==> src/rtl/out_port_arbiter_pkg.sv <==
// Shared definitions for the 7-segment output arbiter: source ids,
// default display width and the arbiter state encoding.
package out_pkg;

    localparam int OUT_WIDTH = 28;

    localparam logic SRC_CPU = 1'b0;
    localparam logic SRC_DBG = 1'b1;

    typedef enum logic {
        ST_IDLE = 1'b0,
        ST_HOLD = 1'b1
    } state_e;

endpackage

==> src/rtl/out_port_arbiter_hold_timer.sv <==
// Loadable down-counter that measures how long a displayed value is held.
// Load sets HOLD_CYCLES-1; the count stops at zero and done flags zero.
module hold_timer #(
    parameter int HOLD_CYCLES = 1000000
) (
    input  logic clk,
    input  logic reset,
    input  logic load,
    input  logic clr,
    output logic done
);

    localparam int CW = $clog2(HOLD_CYCLES + 1);

    logic [CW-1:0] cnt_q;
    logic [CW-1:0] cnt_d;

    always_comb begin
        cnt_d = cnt_q;
        if (clr) begin
            cnt_d = '0;
        end else if (load) begin
            cnt_d = CW'(HOLD_CYCLES - 1);
        end else if (cnt_q != '0) begin
            cnt_d = cnt_q - CW'(1);
        end
    end

    always_ff @(posedge clk) begin
        if (reset) begin
            cnt_q <= '0;
        end else begin
            cnt_q <= cnt_d;
        end
    end

    assign done = (cnt_q == '0);

endmodule

==> src/rtl/out_port_arbiter.sv <==
// Round-robin arbiter between the cpu OUT path and the debug source that
// latches the winning value for the display and holds it HOLD_CYCLES cycles.
module out_port_arbiter
    import out_pkg::*;
#(
    parameter int WIDTH       = OUT_WIDTH,
    parameter int HOLD_CYCLES = 1000000
) (
    input  logic             clk,
    input  logic             reset,
    input  logic             cpu_valid,
    input  logic [WIDTH-1:0] cpu_data,
    output logic             cpu_ready,
    input  logic             dbg_valid,
    input  logic [WIDTH-1:0] dbg_data,
    output logic             dbg_ready,
    input  logic             clear,
    output logic [WIDTH-1:0] out,
    output logic             outp_3,
    output logic             busy,
    output logic             last_src
);

    // Handshake: a write transfers on the rising edge where valid && ready;
    // the requester keeps valid/data stable until then or withdraws valid.

    state_e           state_q, state_d;
    logic [WIDTH-1:0] out_q, out_d;
    logic             outp3_q, outp3_d;
    logic             last_src_q, last_src_d;
    logic             rr_q, rr_d;
    logic             grant_cpu, grant_dbg;
    logic             accept;
    logic             timer_load, timer_clr, timer_done;

    // rr_q remembers the last winner; the other source wins a tie.
    assign grant_cpu = cpu_valid && (!dbg_valid || rr_q == SRC_DBG);
    assign grant_dbg = dbg_valid && (!cpu_valid || rr_q == SRC_CPU);

    assign cpu_ready = (state_q == ST_IDLE) && !clear && grant_cpu;
    assign dbg_ready = (state_q == ST_IDLE) && !clear && grant_dbg;
    assign accept    = cpu_ready || dbg_ready;

    always_comb begin
        state_d    = state_q;
        out_d      = out_q;
        outp3_d    = outp3_q;
        last_src_d = last_src_q;
        rr_d       = rr_q;
        timer_load = 1'b0;
        timer_clr  = 1'b0;
        if (clear) begin
            state_d   = ST_IDLE;
            out_d     = '0;
            outp3_d   = 1'b0;
            timer_clr = 1'b1;
        end else if (accept) begin
            state_d    = ST_HOLD;
            out_d      = cpu_ready ? cpu_data : dbg_data;
            outp3_d    = 1'b1;
            last_src_d = cpu_ready ? SRC_CPU : SRC_DBG;
            rr_d       = cpu_ready ? SRC_CPU : SRC_DBG;
            timer_load = 1'b1;
        end else if (state_q == ST_HOLD && timer_done) begin
            state_d = ST_IDLE;
        end
    end

    always_ff @(posedge clk) begin
        if (reset) begin
            state_q    <= ST_IDLE;
            out_q      <= '0;
            outp3_q    <= 1'b0;
            last_src_q <= SRC_CPU;
            rr_q       <= SRC_DBG;
        end else begin
            state_q    <= state_d;
            out_q      <= out_d;
            outp3_q    <= outp3_d;
            last_src_q <= last_src_d;
            rr_q       <= rr_d;
        end
    end

    hold_timer #(
        .HOLD_CYCLES(HOLD_CYCLES)
    ) u_hold_timer (
        .clk  (clk),
        .reset(reset),
        .load (timer_load),
        .clr  (timer_clr),
        .done (timer_done)
    );

    assign out      = out_q;
    assign outp_3   = outp3_q;
    assign busy     = (state_q == ST_HOLD);
    assign last_src = last_src_q;

endmodule

==> config.mk <==
export PLATFORM = sky130hd
export DESIGN_NAME = out_port_arbiter
export DESIGN_NICKNAME = d
export VERILOG_FILES = /design/src/rtl/out_port_arbiter_pkg.sv /design/src/rtl/out_port_arbiter_hold_timer.sv /design/src/rtl/out_port_arbiter.sv
export SDC_FILE = /design/constraint.sdc
export NUM_CORES = 1
export LEC_CHECK = 0
export BUFFER_PORTS_ARGS = -buffer_cell sky130_fd_sc_hd__buf_2
export CAP_MARGIN = 10
export CORE_MARGIN = 8
export CORE_UTILIZATION = 49
export CTS_CLUSTER_DIAMETER = 50
export DETAILED_ROUTE_END_ITERATION = 10
export GPL_TIMING_DRIVEN = 0
export PLACE_DENSITY_LB_ADDON = 0.25
export SLEW_MARGIN = 20
export SYNTH_ARGS = -nofsm -noshare
export SYNTH_HDL_FRONTEND = slang
export SYNTH_HIERARCHICAL = 1
export SYNTH_SLANG_ARGS = --single-unit
==> constraint.sdc <==
create_clock -name clk -period 3.35 [get_ports clk]
set_clock_uncertainty 0.15 [all_clocks]
set_input_delay 0.67 -clock clk [delete_from_list [all_inputs] [get_ports clk]]
set_output_delay 0.67 -clock clk [all_outputs]
set_load 0.005 [all_outputs]
* Yosys cells after proc, flatten, opt, wreduce, memory -nomap -nowiden *
Index checks and enable logic that the tools add are counted.

storage, ports and cells
  flip-flop bits (word level) = 52
  latch bits = 0
  bits in writable memories = 0
  memory bits (read-only) = 0
  input bits = 61
  logic and storage cells = 40
  memories = 0

operators by class
  add/subtract/negate cells = 1
  multipliers = 0
  div/mod/pow operators = 0
  $lt $le $gt $ge = 0
  eq/ne operators = 0
  shift-type cells = 0
  mux-type cells = 9
  bitwise logic cells = 3
  reduce and logical (&&, ||, !) cells = 20

operators with widths
  operator                                                              count
  20-bit 2-to-1 mux                                                     2
  28-bit 2-to-1 mux                                                     1
  20-bit zero test                                                      1
  20-bit nonzero test                                                   1
  20-bit by 1-bit subtractor with 20-bit output, second input constant  1
  1-bit logical AND                                                     6
  1-bit 2-to-1 mux                                                      6
  2-bit nonzero test                                                    2
  2-bit OR reduction                                                    2
  1-bit zero test                                                       3
  1-bit logical OR                                                      3
  1-bit NOT                                                             3
  3-bit OR reduction                                                    1
  2-bit AND reduction                                                   1

* Depth between registers and ports, before layout *
  word-level depth = 8
  mapped depth = 8
  gate-level depth less buffers = 8

* By module *
The synthesis kept the hierarchy.

by module, submodules not included
  module            times used  cells each  area each (um^2)  seq. area each (um^2)
  out_port_arbiter  1           189         1570.3            640.6
  hold_timer        1           118         1012.2            400.4

* Worst setup path after synthesis *
OpenSTA, ideal clock, no wires.

  path type = flip-flop to flip-flop
  start point = reg u_hold_timer.cnt_q[3]
  end point = reg u_hold_timer.cnt_q[5]
  library setup time = 0.120 ns
  arrival time = 2.052 ns
  data required time = 3.080 ns
  slack = 1.028 ns
  cell stages (with the launch flop) = 8
  buffers on the path = 2
  clock period less this slack = 2.322 ns
  cell sequence = dfxtp_1 or4_1 buf_2 or2_1 buf_6 o31ai_4 nor4_1 o31a_1

on the way
  cells in the longest elaborated chain, start to end = 3
  elaborated cells on any way between the ends = 5

ends and longest elaborated chain
  what                                           RTL line                           RTL
  start, declared                                out_port_arbiter_hold_timer.sv:15  logic [CW-1:0] cnt_q;
  start signal, assigned                         out_port_arbiter_hold_timer.sv:33  cnt_q <= cnt_d;
  20-bit by 1-bit subtractor with 20-bit output  out_port_arbiter_hold_timer.sv:25  cnt_d = cnt_q - CW'(1);
  20-bit 2-to-1 mux                              out_port_arbiter_hold_timer.sv:24  end else if (cnt_q != '0) begin
  20-bit 2-to-1 mux                              out_port_arbiter_hold_timer.sv:22  end else if (load) begin

Parallel ways exist; a longest one is shown, timed or not. The select of a mux whose other input is x is not followed.
A chain may end at the register's enable or synchronous reset.

* Worst setup path after layout *
Ends and elaborated chain as after synthesis.

==> impl_metrics.toml <==
[timing]
tns_ns = 0
maxSlewViolCount = 0
period_minus_slack_ns = 2.53
hold_viol_final = 0
rsz0062_at_grt = "false"
worst_slew_pin_slew_ns = 0.814
slew_headroom_pct = 45.2
fmax_mhz = 395
period_share_pct = 75.6
setup_viol = 0

[drt]
dr.pass1.iters = 4
vias = 2754
drt_wl_total_um = 7610
via_per_inst = 5.76
drtAntennaViolNets = 0
route.detailed.drc = 0
drtIter0Drc = 152
wire_per_inst_um = 15.9

[min_path]
hold_depth = 2
worst_hold_path.endpoint = "outp_3$_SDFFE_PP0P_"
hold_class = "reg2reg"
min-delay-start = "outp_3$_SDFFE_PP0P_"

[cts]
cts_buffers = 5
cts_tree = "yes"
root_buffer = "clkbuf_8"
cts_max_path_buffers = 2
insertion_delay_ns = 0.31
cts_resized = 0
h-tree-depth = 2
post-cts-setup-buffers = 0
path_clk_slew_ns = 0.10
cts_num_sinks = 52
hold_buffers = 0

[job]
maxCapViolCount = 0

[critical_path]
path_class = "reg2reg"
worstReg2RegStart = "u_hold_timer/cnt_q[3]$_SDFFE_PP0P_"
r2r-end = "u_hold_timer/cnt_q[5]$_SDFFE_PP0P_"
cp_slowest_stage_delay_ns = 0.52
crit_slowest_cell = "or4_1"
cp-startpoint = "u_hold_timer/cnt_q[3]$_SDFFE_PP0P_"
endpoint_kind = "flip-flop"
cp-start-kind = "flip-flop"
path_cells = "or4_1, buf_2, or2_1, buf_6, o31ai_4, nor4_1, o31a_1"
critPathMaxFanout = 10
r2r_slack_ns = 0.82
r2r_cells = 7
worstPathRequired_ns = 3.42
critPathArrivalTime_ns = 2.60

[synth]
synthXorXnorAreaFrac_pct = 2.37
synth_cells = 307
ys_ff_latch = 52
netlist_area_mm2 = 0.00258
synth_mux_area_share_pct = 0.775
yosys.area.top_type = "dfxtp_1"
synth_top_family_by_area = "compound AO/OA/AOI/OAI gates"
ys_types = 39
synthSimpleGateAreaFrac_pct = 20.1
synth_area_per_cell_um2 = 8.41
synth_compound_area_share_pct = 29.5
yosysWarnings = 6
synth_fa_ha_area_share_pct = 0.484
synth_fp_nets = 369
synth.area.top_cells = "dfxtp_1 40%, a311oi_1 9.5%, a21oi_1 7.6%"
synth_top_area_share_pct = 40.3
ys_seq_area_share_pct = 40.3

[floorplan]
die_area_mm2 = 0.00785
fp.dieW_um = 88.6
rows = 26
io_pins = 94
start_util_pct = 50.6
coreArea_mm2 = 0.00511
die_y_um = 88.6

[global_routing]
grt_max_degree = 18
grt.total_usage_pct = 20.1
grt_first_pass_wirelength_um = 12700
grt_antenna_before_repair = 0
grt_overflow = 0
grt_pass1_vias = 2768

[place]
placed_cell_area_mm2 = 0.00314
port_buffers = 93
place_hpwl_um = 5590
finalWeightedCongestion = 0.782

[power_and_ir_drop]
p_leak_nw = 1.34
p_total_mw = 1.47
vdd.ir_drop.worst_mv = 0.219
power_density_mw_per_mm2 = 454

[layout]
antenna_cells = 0
syn_to_final_growth_pct = 24.9
layout-drive-gt1-share_pct = 29.2
fin_area_mm2 = 0.00323
nets = 469
n_fill_cell = 495

[run_status]
outcome = "finished clean"
[synth_stat cells]
cell	count
or4_1	7
nor3b_4	1
o211ai_1	1
a21oi_1	39
nor3_1	4
buf_2	8
a311oi_1	28
and2_4	1
or2_1	3
o31ai_4	1
xor2_1	5
buf_6	5
clkbuf_1	15
a2bb2oi_1	1
nand2_1	8
nand2b_1	3
nand3b_1	1
or3_1	5
a32oi_1	1
or2_2	1
a31oi_1	5
nand3_1	32
nor4_1	7
o21a_1	2
inv_1	4
nor3_2	1
a211o_1	1
o21ai_0	6
or3b_1	2
nor2b_1	3
xnor2_1	2
dfxtp_1	52
o21ai_1	28
nor2_1	15
ha_1	1
mux2i_1	2
a211oi_1	1
o31ai_1	2
o31a_1	3
[power by group]
| group | internal [mW] | switching, mW | leakage (nW) |
|---|---|---|---|
| clock | 0.149 | 0.220 | 0.0445 |
| sequential | 0.656 | 0.0305 | 0.425 |
| combinational | 0.175 | 0.235 | 0.872 |
[routing by layer]
layer | vias up | track usage [%] | routed length, um | share of wire (%)
met1 | 1295 | 25.9 | 3440 | 45
met3 | 7 | 4.27 | 365 | 4.8
met2 | 82 | 32.1 | 3700 | 49
met5 | - | 0 | 0 | 0
met4 | 0 | 7.07 | 102 | 1.3
li1 | 1370 | - | - | -
[final cells by class]
class	instances	area [um2]	area share, %
plain buffers	28	153	4.73
clock buffers	5	68.8	2.13
clock inverters	3	21.3	0.659
inverters	4	15.0	0.465
multi-input cells	223	1370	42.6
flip-flops and latches	52	1040	32.3
well taps	70	87.6	2.72
repair buffers	93	465	14.4
[critical path, delay by kind of cell, from the launching register on]
family | cells | cell delay [ns]
and+or+nand+nor | 3 | 0.86
AOI/OAI and AO/OA | 2 | 0.74
buffers and inverters | 2 | 0.32
DFF | 1 | 0.37
[per-stage QoR]
step           setup slack, ns  instances  hold WS, ns  utilization [%]
3_3_place_gp             0.653        470        0.303             61.4
3_5_place_dp             0.614        470        0.304             61.4
2_1_floorplan             1.03        307        0.306                -
5_1_grt                  0.665        478        0.348             63.2
6_report                 0.818        478        0.327             63.2
4_1_cts                  0.824        478        0.332             63.2
[cells in the final DEF (no fill, tap or decap), types with 6 or more instances in the layout]
cell type	synthesis	routed
o21ai_1	28	28
nand3_1	32	32
or4_1	7	7
nor2_1	15	15
dfxtp_1	52	52
buf_2	8	101
o21ai_0	6	6
a21oi_1	39	39
nor4_1	7	7
clkbuf_1	15	15
a311oi_1	28	28
nand2_1	8	8
[flip-flops by register name (all words and copies together) (netlist names)]
signal	flops
out	28
rr_q	1
outp_3	1
u_hold_timer/cnt_q	20
last_src	1
busy	1
[worst max-delay path by stage]
stage | end | slack, ns | depth (start not counted)
floorplan | u_hold_timer/cnt_q[5]$_SDFFE_PP0P_ | 1.03 | 7
global placement | u_hold_timer/cnt_q[7]$_SDFFE_PP0P_ | 0.65 | 9
detailed placement | u_hold_timer/cnt_q[7]$_SDFFE_PP0P_ | 0.61 | 9
CTS | u_hold_timer/cnt_q[5]$_SDFFE_PP0P_ | 0.82 | 7
global route | u_hold_timer/cnt_q[5]$_SDFFE_PP0P_ | 0.66 | 7
finish | u_hold_timer/cnt_q[5]$_SDFFE_PP0P_ | 0.82 | 7
[cells by family after synthesis]
| family | after synthesis |
|---|---|
| buffers and inverters | 32 |
| adder cells (fa/ha/maj) | 1 |
| XOR/XNOR | 7 |
| AND/OR/NAND/NOR | 94 |
| multiplexers | 2 |
| flip-flops | 52 |
| AO/OA/AOI/OAI | 119 |
No activity file was read; power rests on OpenSTA's default activity.
